<file path="src/rtl/seg_pkg.sv">
// seg_pkg
// Shared constants for the seven-segment display scanner:
//   DIGITS  - number of multiplexed digits
//   SEG_OFF - active-low segment pattern with every segment dark
//   AN_OFF  - active-low anode pattern with every digit deselected
//   HEX_SEG - hex-to-segment table, active-low, bit order {g,f,e,d,c,b,a}
package seg_pkg;

    localparam int DIGITS = 4;

    localparam logic [6:0] SEG_OFF = 7'h7F;
    localparam logic [3:0] AN_OFF  = 4'hF;

    // Listed from entry F down to entry 0 so that HEX_SEG[n] is the pattern for n.
    localparam logic [15:0][6:0] HEX_SEG = {
        7'h0E, 7'h06, 7'h21, 7'h46,   // F E d C
        7'h03, 7'h08, 7'h10, 7'h00,   // b A 9 8
        7'h78, 7'h02, 7'h12, 7'h19,   // 7 6 5 4
        7'h30, 7'h24, 7'h79, 7'h40    // 3 2 1 0
    };

endpackage

</file>
<file path="src/rtl/hex7seg.sv">
// hex7seg
// Purely combinational hex digit decoder.
// Ports:
//   hex   - 4-bit digit value
//   seg_n - active-low segments {g,f,e,d,c,b,a}
module hex7seg
    import seg_pkg::*;
(
    input  logic [3:0] hex,
    output logic [6:0] seg_n
);

    assign seg_n = HEX_SEG[hex];

endmodule

</file>
<file path="src/rtl/seg_display_scanner.sv">
// seg_display_scanner
// Time-multiplexes a 16-bit hex value onto four common-anode seven-segment
// digits. Each digit owns a slot of DIV cycles; the first GAP cycles of every
// slot are dead time with all anodes off to avoid ghosting.
//
// A new value is offered with load; it is held in a pending register and only
// copied into the display register on the wrap from digit 3 to digit 0, so a
// scan never shows a mix of old and new digits.
//
// Handshake: a transfer happens on a rising clk edge where load=1 and ready=1;
// value/dp_in/blank_lz are captured at that edge. ready is low while an update
// is pending and returns high in the cycle after the pending value reaches the
// display register. load while ready=0 is ignored.
//
// Ports:
//   clk      - clock, rising edge
//   btn      - asynchronous active-high reset
//   value    - hex value, nibble i shows on digit i (digit 0 rightmost)
//   load     - update request strobe
//   ready    - high when a new value can be accepted
//   dp_in    - decimal-point enable per digit
//   blank_lz - leading-zero suppression enable
//   seg      - active-low segments {g,f,e,d,c,b,a} (registered)
//   dp_n     - active-low decimal point (registered)
//   an       - active-low anodes, an[i] selects digit i (registered)
module seg_display_scanner
    import seg_pkg::*;
#(
    parameter int DIV = 50000,
    parameter int GAP = 1000
) (
    input  logic        clk,
    input  logic        btn,
    input  logic [15:0] value,
    input  logic        load,
    output logic        ready,
    input  logic [3:0]  dp_in,
    input  logic        blank_lz,
    output logic [6:0]  seg,
    output logic        dp_n,
    output logic [3:0]  an
);

    localparam int CW = (DIV > 1) ? $clog2(DIV) : 1;
    localparam logic [CW-1:0] CNT_LAST = CW'(DIV - 1);
    localparam logic [CW-1:0] CNT_GAP  = CW'(GAP);

    // Scan state
    logic [CW-1:0] cnt;
    logic [1:0]    idx;

    // Display and pending registers
    logic [15:0] disp_val;
    logic [3:0]  disp_dp;
    logic        disp_lz;
    logic [15:0] pend_val;
    logic [3:0]  pend_dp;
    logic        pend_lz;
    logic        pend_valid;

    logic       slot_wrap;
    logic       scan_wrap;
    logic       accept;
    logic       transfer;
    logic       in_gap;
    logic       blank_digit;
    logic [3:0] cur_nib;
    logic [6:0] dec_seg;
    logic [6:0] seg_nxt;
    logic [3:0] an_nxt;
    logic       dp_n_nxt;

    assign ready     = ~pend_valid;
    assign slot_wrap = (cnt == CNT_LAST);
    assign scan_wrap = slot_wrap && (idx == 2'd3);
    assign accept    = load && ready;
    // accept and transfer never coincide: accept needs pend_valid=0.
    assign transfer  = scan_wrap && pend_valid;
    assign in_gap    = (cnt < CNT_GAP);
    assign cur_nib   = disp_val[4*idx +: 4];

    // A digit is a leading zero when it and every higher nibble are zero.
    // Digit 0 always shows so that a value of 0 still lights something.
    always_comb begin
        blank_digit = 1'b0;
        if (disp_lz) begin
            case (idx)
                2'd3:    blank_digit = (disp_val[15:12] == 4'h0);
                2'd2:    blank_digit = (disp_val[15:8]  == 8'h00);
                2'd1:    blank_digit = (disp_val[15:4]  == 12'h000);
                default: blank_digit = 1'b0;
            endcase
        end
    end

    hex7seg u_hex7seg (
        .hex   (cur_nib),
        .seg_n (dec_seg)
    );

    always_comb begin
        an_nxt   = AN_OFF;
        seg_nxt  = SEG_OFF;
        dp_n_nxt = 1'b1;
        if (!in_gap) begin
            an_nxt   = ~(4'b0001 << idx);
            seg_nxt  = blank_digit ? SEG_OFF : dec_seg;
            // Blanking hides the digit but not its decimal point.
            dp_n_nxt = ~disp_dp[idx];
        end
    end

    always_ff @(posedge clk or posedge btn) begin
        if (btn) begin
            cnt        <= '0;
            idx        <= 2'd0;
            disp_val   <= 16'h0000;
            disp_dp    <= 4'h0;
            disp_lz    <= 1'b0;
            pend_val   <= 16'h0000;
            pend_dp    <= 4'h0;
            pend_lz    <= 1'b0;
            pend_valid <= 1'b0;
            an         <= AN_OFF;
            seg        <= SEG_OFF;
            dp_n       <= 1'b1;
        end else begin
            if (slot_wrap) begin
                cnt <= '0;
                idx <= idx + 2'd1;
            end else begin
                cnt <= cnt + 1'b1;
            end

            if (transfer) begin
                disp_val   <= pend_val;
                disp_dp    <= pend_dp;
                disp_lz    <= pend_lz;
                pend_valid <= 1'b0;
            end

            if (accept) begin
                pend_val   <= value;
                pend_dp    <= dp_in;
                pend_lz    <= blank_lz;
                pend_valid <= 1'b1;
            end

            // Outputs trail the scan state by one cycle.
            an   <= an_nxt;
            seg  <= seg_nxt;
            dp_n <= dp_n_nxt;
        end
    end

endmodule

</file>
<file path="config.mk">
export PLATFORM = sky130hd
export DESIGN_NAME = seg_display_scanner
export DESIGN_NICKNAME = d
export VERILOG_FILES = /design/src/rtl/seg_pkg.sv /design/src/rtl/hex7seg.sv /design/src/rtl/seg_display_scanner.sv
export SDC_FILE = /design/constraint.sdc
export NUM_CORES = 1
export LEC_CHECK = 0
export ABC_AREA = 1
export CAP_MARGIN = 40
export CORE_UTILIZATION = 35
export CTS_BUF_LIST = sky130_fd_sc_hd__clkbuf_16
export DETAILED_ROUTE_END_ITERATION = 10
export PLACE_DENSITY = 0.5
export SLEW_MARGIN = 20
export SYNTH_ARGS = -nofsm -noshare
export SYNTH_HDL_FRONTEND = slang
export SYNTH_HIERARCHICAL = 1
export SYNTH_SLANG_ARGS = --single-unit
</file>
<file path="constraint.sdc">
create_clock -name clk -period 4.5 [get_ports clk]
set_input_delay 0.675 -clock clk [delete_from_list [all_inputs] [get_ports clk]]
set_output_delay 0.675 -clock clk [all_outputs]
set_load 0.01 [all_outputs]
</file>
==> metrics.txt, run 1 <==
Crit Path Class=reg2reg; CTS Hold Bufs=0; pin count of the biggest net entering global routing=34; synthesis-stage register bit count=73; die area=between 10000 and 15000 um2; clk root buf=clkbuf_16; Net Count, Synth=452; total grt overflow=0; Worst path slowest cell=dfrtp_1; Setup Buffers After CTS=0; cell family with most CP delay=buffers and inverters; DR vias=2741; Max Freq=0.4028 GHz; worst vdd ir=0.2156 mV; slowest stage delay, CP=roughly 0.48 ns; routed len/inst=~12 um; simple-gate share of the synthesized area=0.2642; clock network power share=0.480; Die Wd=~100 um; startpoint types=flop; area of the multi-input gates=1573 um2; Synth Warn #=6; Post-Place Worst Slack=about 2.0 ns; final antenna-violating net count=0; initial DRC count=100; Synth area leader=dfrtp_1; worst skew pair latency=~0.32 ns; Hold WC Path Type=reg2reg; Clock Skew=0.004545 ns; DRC violations left=0; core area=around 10000 um2; Max Cap Viol=0; Setup TNS=0 ns; Final setup violation count=0; adder-cell share of the synthesized area=0.04420; Post-Synthesis Cells=415; crit path capture type=flop; sequential share of the synthesized area=0.5005; post-synthesis mux area share=0.06426; most frequent cells in the layout=117 x nand2_1, 61 x dfrtp_1, 43 x nor2_1; DP Area=between 4000 and 5000 um2; WP buf/inv=2; Mean Syn Cell Area=between 8 and 9 um2; fraction of the mapped netlist area in compound gates=0.03808; Total Wirelength=7.256 mm; final setup margin=slightly above 2 ns; PortBufs=36; synth-to-layout area growth=20.61%; Final period util=0.5517; TritonCTS Buffers=9; Starting Density=0.3580; Power Density=~320 nW/um2; Final min period=2.483 ns; CP Max Fanout=16; I/O pin total=37; RSZ-0062 raised after global routing=no; CP arrival=between 2 and 3 ns; xor and xnor fraction of the mapped netlist area=0.01666; layout cell share with drive strength beyond 1=0.1582; CTS tree=built; Slew HR=0.5260; largest family of logic cells by synthesized area=simple AND/OR/NAND/NOR gates; vias in the first global route=between 2k and 3k; ANT cells=0; clock sinks=73; Mapped Area=between 3000 and 4000 um2; Seq pwr share=0.482; Combinational Power Share=0.038; largest cells by area after synthesis=dfrtp_1 41%, nand2_1 12%, dfstp_2 8.6%; Sw Share=0.2054; register area=1842 um2; cell area after layout=about 4400 um2; status=complete, no violations; most common cell after layout, fill and taps aside=nand2_1; TritonRoute pass-1 iters=4; Detailed Place HPWL=5.311 mm; Leak=2.124 nW; switching power=around 0.00029 W; Slew @ Worst Pin=approximately 0.71 ns; Final Max Tran Viols=0; cell mode on critical path=nand2_1; initial antenna violation count=0; final hold violations=0; clk slew on worst S/H paths=0.06 ns; FP Rows=37; Final Wtd Congestion=approximately 0.9; crit-path cells=inv_1 -> o21ai_0 -> o21ai_0 -> inv_1 -> ha_1 -> nand2_1 -> nand3_1 -> nand2_1 -> nor2_1 -> nand2_1; DR vias/cell=around 4.6; Die Y-Extent=around 100 um; nets@finish=between 400 and 500; GRT Overall Usage=0.1487; # resized after CTS=0; # H-tree levels=3; fillers=between 1k and 1.5k; share of the synthesized area in the top cell type=0.4148; clk buf depth=2; first-pass GRT wire length=~13 mm; count of distinct cell types in the synthesized netlist=29; P_int=approximately 0.0011 W; Util after Layout=0.4318; CP required=between 4 and 5 ns
-- layer usage --
metal  global-route usage  share of wire  vias up
met4              0.06122          0.019        0
met2               0.2271           0.45       61
met3              0.03057          0.035       12
met5                    0              0        -
li1                     -              -     1404
met1               0.2049           0.50     1264
-- final timing paths --
kind | endpoint | slack (ns) | from | cells after the start
worst max-delay path | seg[3]$_DFF_PP1_ | 2.02 | idx[0]$_DFFE_PP0N_ | 10
worst min-delay path | cnt[0]$_DFF_PP0_ | 0.46 | cnt[0]$_DFF_PP0_ | 1
worst max register to register | seg[3]$_DFF_PP1_ | 2.02 | idx[0]$_DFFE_PP0N_ | 10
worst min register to register | cnt[0]$_DFF_PP0_ | 0.46 | cnt[0]$_DFF_PP0_ | 1
max in group asynchronous | seg[3]$_DFF_PP1_ | 2.95 | btn | 4
min in group asynchronous | pend_dp[1]$_DFFE_PP0P_ | 0.62 | btn | 2
-- synthesized netlist by cell type --
cell type and count:
a21oi_1 5, buf_2 5, buf_4 5, buf_6 3
clkbuf_1 2, dfrtp_1 61, dfstp_2 12, ha_1 13
inv_1 37, inv_2 6, mux2_2 21, nand2_1 117
nand2_2 5, nand3_1 16, nand3_2 1, nand3_4 1
nand3b_1 1, nand4_1 23, nor2_1 43, nor2_2 3
nor2_4 2, nor2_8 1, nor3_1 4, o21ai_0 13
o21ai_1 3, o21ai_2 1, o21bai_1 1, o22ai_1 3
xor2_1 7
-- power groups by stage --
stage,registers [W],clock network (W),logic [W]
3_3_place_gp,0.000701,0,0.0000532
4_1_cts,0.000690,0.000708,0.0000564
6_report,0.000690,0.000687,0.0000545
3_5_place_dp,0.000702,0,0.0000563
2_1_floorplan,0.000698,0,0.0000281
5_1_grt,0.000693,0.000733,0.0000615
-- state kept, by name, summed over array words and instances, names as in the netlist --
register    cells
pend_valid      1
idx             2
an              4
cnt            16
pend_dp         4
dp_n            1
pend_val       16
disp_val       16
seg             7
disp_dp         4
disp_lz         1
pend_lz         1
-- final cells by class --
cell class	instances	area share
Sequential cell	73	0.4150
Inverter	43	0.03637
Timing Repair Buffer	40	0.09163
Multi-Input combinational cell	284	0.3544
Tap cell	136	0.03834
Clock inverter	6	0.01353
Clock buffer	9	0.05075
-- kinds of logic (layout without fill, tap and decap cells) --
logic type,Yosys count,after routing
multiplexers,21,21
AO/OA/AOI/OAI,26,26
XOR/XNOR,7,7
buffers and inverters,58,98
flip-flops,73,73
adder cells (fa/ha/maj),13,13
AND/OR/NAND/NOR,217,217
-- per-stage QoR --
stage,total power [W],hold WS (ns),instances
6_report,0.001432,0.4628,591
5_1_grt,0.001487,0.4830,591
4_1_cts,0.001455,0.4720,589
3_5_place_dp,0.0007582,0.4631,574
3_3_place_gp,0.0007545,0.4476,573
2_1_floorplan,0.0007259,0.4301,415
-- worst register-to-register path, stage by stage (launching register included) --
cell     delay (ns)
dfrtp_1        0.48
inv_1          0.39
o21ai_0        0.13
o21ai_0        0.47
inv_1          0.23
ha_1           0.37
nand2_1        0.06
nand3_1        0.07
nand2_1        0.05
nor2_1         0.10
nand2_1        0.06
Note: power is estimated with default switching activity, not from simulation.
==> inputs of run 2 (changes only) <==
==> constraint.sdc (replaced) <==
create_clock -name clk -period 2.4 [get_ports clk]
set_input_delay 0.36 -clock clk [delete_from_list [all_inputs] [get_ports clk]]
set_output_delay 0.36 -clock clk [all_outputs]
set_load 0.01 [all_outputs]
==> run 2 against run 1 <==
  * Flip-flop and latch count is the same
  * Via count about the same
  * Critical path type unchanged
  * Clock power is 120% higher
  * Worst setup slack lost 1.6 ns
  * Register-to-register slack worse by 1.6 ns
  * Critical path depth shrank 2
  * Total power grew 100%
  * Global-route usage shrank 0.094 points
  * Worst hold slack got worse by 0.19 ns
  * Largest power group is now the clock network
  * Die area stayed put
==> metrics.txt, run 2 (synthesized netlist as in run 1, its figures left out) <==
first-pass GRT wire length=13.12 mm (+0.58%); routed len/inst=12.30 um (+0.18%); DR vias/cell=4.582 (-1.2%); Final Max Tran Viols=0 (unchanged); Final setup violation count=0 (unchanged); ANT cells=0 (unchanged); PortBufs=36 (unchanged); Power Total=0.002930 W (+100%); total grt overflow=0 (unchanged); core area=10280 um2 (unchanged); worst vdd ir=0.4084 mV (+89%); # resized after CTS=0 (unchanged); TritonRoute pass-1 iters=4 (unchanged); CTS tree=built; Final Wtd Congestion=0.7818 (-11%); nets@finish=494 (+1.2%); CTS Hold Bufs=0 (unchanged); final antenna-violating net count=0 (unchanged); most frequent cells in the layout=117 x nand2_1, 61 x dfrtp_1, 43 x nor2_1; hold slack=0.2756 ns (-0.1872 ns); DR vias=2740 (-0.036%); Crit Path Class=reg2reg; Total Wirelength=7.355 mm (+1.4%); CP required=2.64 ns (-2.10 ns); clk slew on worst S/H paths=0.06 ns (about the same); layout cell share with drive strength beyond 1=0.1710 (+0.01275); crit path capture type=flop; Starting Density=0.3580 (unchanged); Slew HR=0.5248 (-0.001137); Die Y-Extent=104.5 um (unchanged); clock sinks=73 (unchanged); clk buf depth=2 (unchanged); initial antenna violation count=0 (unchanged); Die Wd=104.5 um (unchanged); most common cell after layout, fill and taps aside=nand2_1; worst skew pair latency=0.32 ns (about the same); Setup Buffers After CTS=0 (unchanged); Max Cap Viol=0 (unchanged); Hold WC Path Type=in2async; FP Rows=37 (unchanged); RSZ-0062 raised after global routing=no; GRT Overall Usage=0.1477 (-0.0009406); DRC violations left=0 (unchanged); pin count of the biggest net entering global routing=47 (+38%); # H-tree levels=3 (unchanged); Max Freq=0.5003 GHz (+24%); I/O pin total=37 (unchanged); Power Density=646.1 nW/um2 (+100%); clk root buf=clkbuf_16; die area=10930 um2 (unchanged); Slew @ Worst Pin=0.7127 ns (+0.001705 ns); TritonCTS Buffers=9 (unchanged); CP arrival=2.24 ns (-0.49 ns); Final period util=0.8329 (+0.2811); CP Max Fanout=12 (-4); synth-to-layout area growth=23.26%; startpoint types=flop; initial DRC count=143 (+43%); final hold violations=0 (unchanged); vias in the first global route=2793 (+3.7%); Leak=2.183 nW (+2.8%); Clock Skew=0.008707 ns (+0.004163 ns); Final min period=1.999 ns (-0.4839 ns); largest registers=cnt: 16 flops, disp_val: 16 flops, pend_val: 16 flops; Detailed Place HPWL=5.445 mm (+2.5%); Setup TNS=0 ns (unchanged); status=complete, no violations
run 2: per-stage QoR:
stage | instances | util | area [um2] | worst slack, ns
4_1_cts | 598 | 0.4413 | 4536 | 0.4040
3_3_place_gp | 582 | 0.4081 | 4194 | 0.4693
6_report | 598 | 0.4413 | 4536 | 0.4011
3_5_place_dp | 582 | 0.4081 | 4194 | 0.4218
5_1_grt | 598 | 0.4413 | 4536 | 0.08548
2_1_floorplan | 415 | - | 3680 | 0.2066
run 2: area by class of cell:
cell class                      instances  area (um2)
Inverter                               43       161.4
Clock buffer                            9       225.2
Clock inverter                          7       116.4
Timing Repair Buffer                   46       447.9
Sequential cell                        73        1842
Multi-Input combinational cell        284        1573
Fill cell                            1017        5742
Tap cell                              136       170.2
run 2: final timing paths:
| kind | start | cells after the start | slack [ns] | end |
|---|---|---|---|---|
| max in group asynchronous | btn | 3 | 1.54 | seg[2]$_DFF_PP1_ |
| worst min-delay path | btn | 2 | 0.28 | cnt[1]$_DFF_PP0_ |
| worst max register to register | idx[0]$_DFFE_PP0N_ | 8 | 0.40 | seg[3]$_DFF_PP1_ |
| worst max-delay path | idx[0]$_DFFE_PP0N_ | 8 | 0.40 | seg[3]$_DFF_PP1_ |
| worst min register to register | cnt[0]$_DFF_PP0_ | 1 | 0.46 | cnt[0]$_DFF_PP0_ |
| min in group clk | cnt[0]$_DFF_PP0_ | 1 | 0.46 | cnt[0]$_DFF_PP0_ |
run 2: where the power goes:
| group | total, W | internal [W] | switching, W |
|---|---|---|---|
| Clock | 0.00153 | 0.00102 | 0.000516 |
| Sequential | 0.00129 | 0.00127 | 0.0000217 |
| Combinational | 0.000103 | 0.0000654 | 0.0000373 |
| Total | 0.00293 | 0.00236 | 0.000575 |
run 2: per-layer routing:
layer	wire length, um	share of wire	vias to the layer above	GRT usage
met3	288	0.039	10	0.03306
met4	110	0.015	0	0.05204
met2	3365	0.46	49	0.2403
met1	3591	0.49	1269	0.1930
li1	-	-	1412	-
met5	0	0	-	0
run 2: worst max-delay path: stages (launching register included):
cell and delay, ns:
dfrtp_1 0.48, inv_1 0.28, o21ai_0 0.12, o22ai_1 0.56, inv_2 0.15, nand3_1 0.12
nand2_1 0.06, nor2_1 0.10, nand2_1 0.06
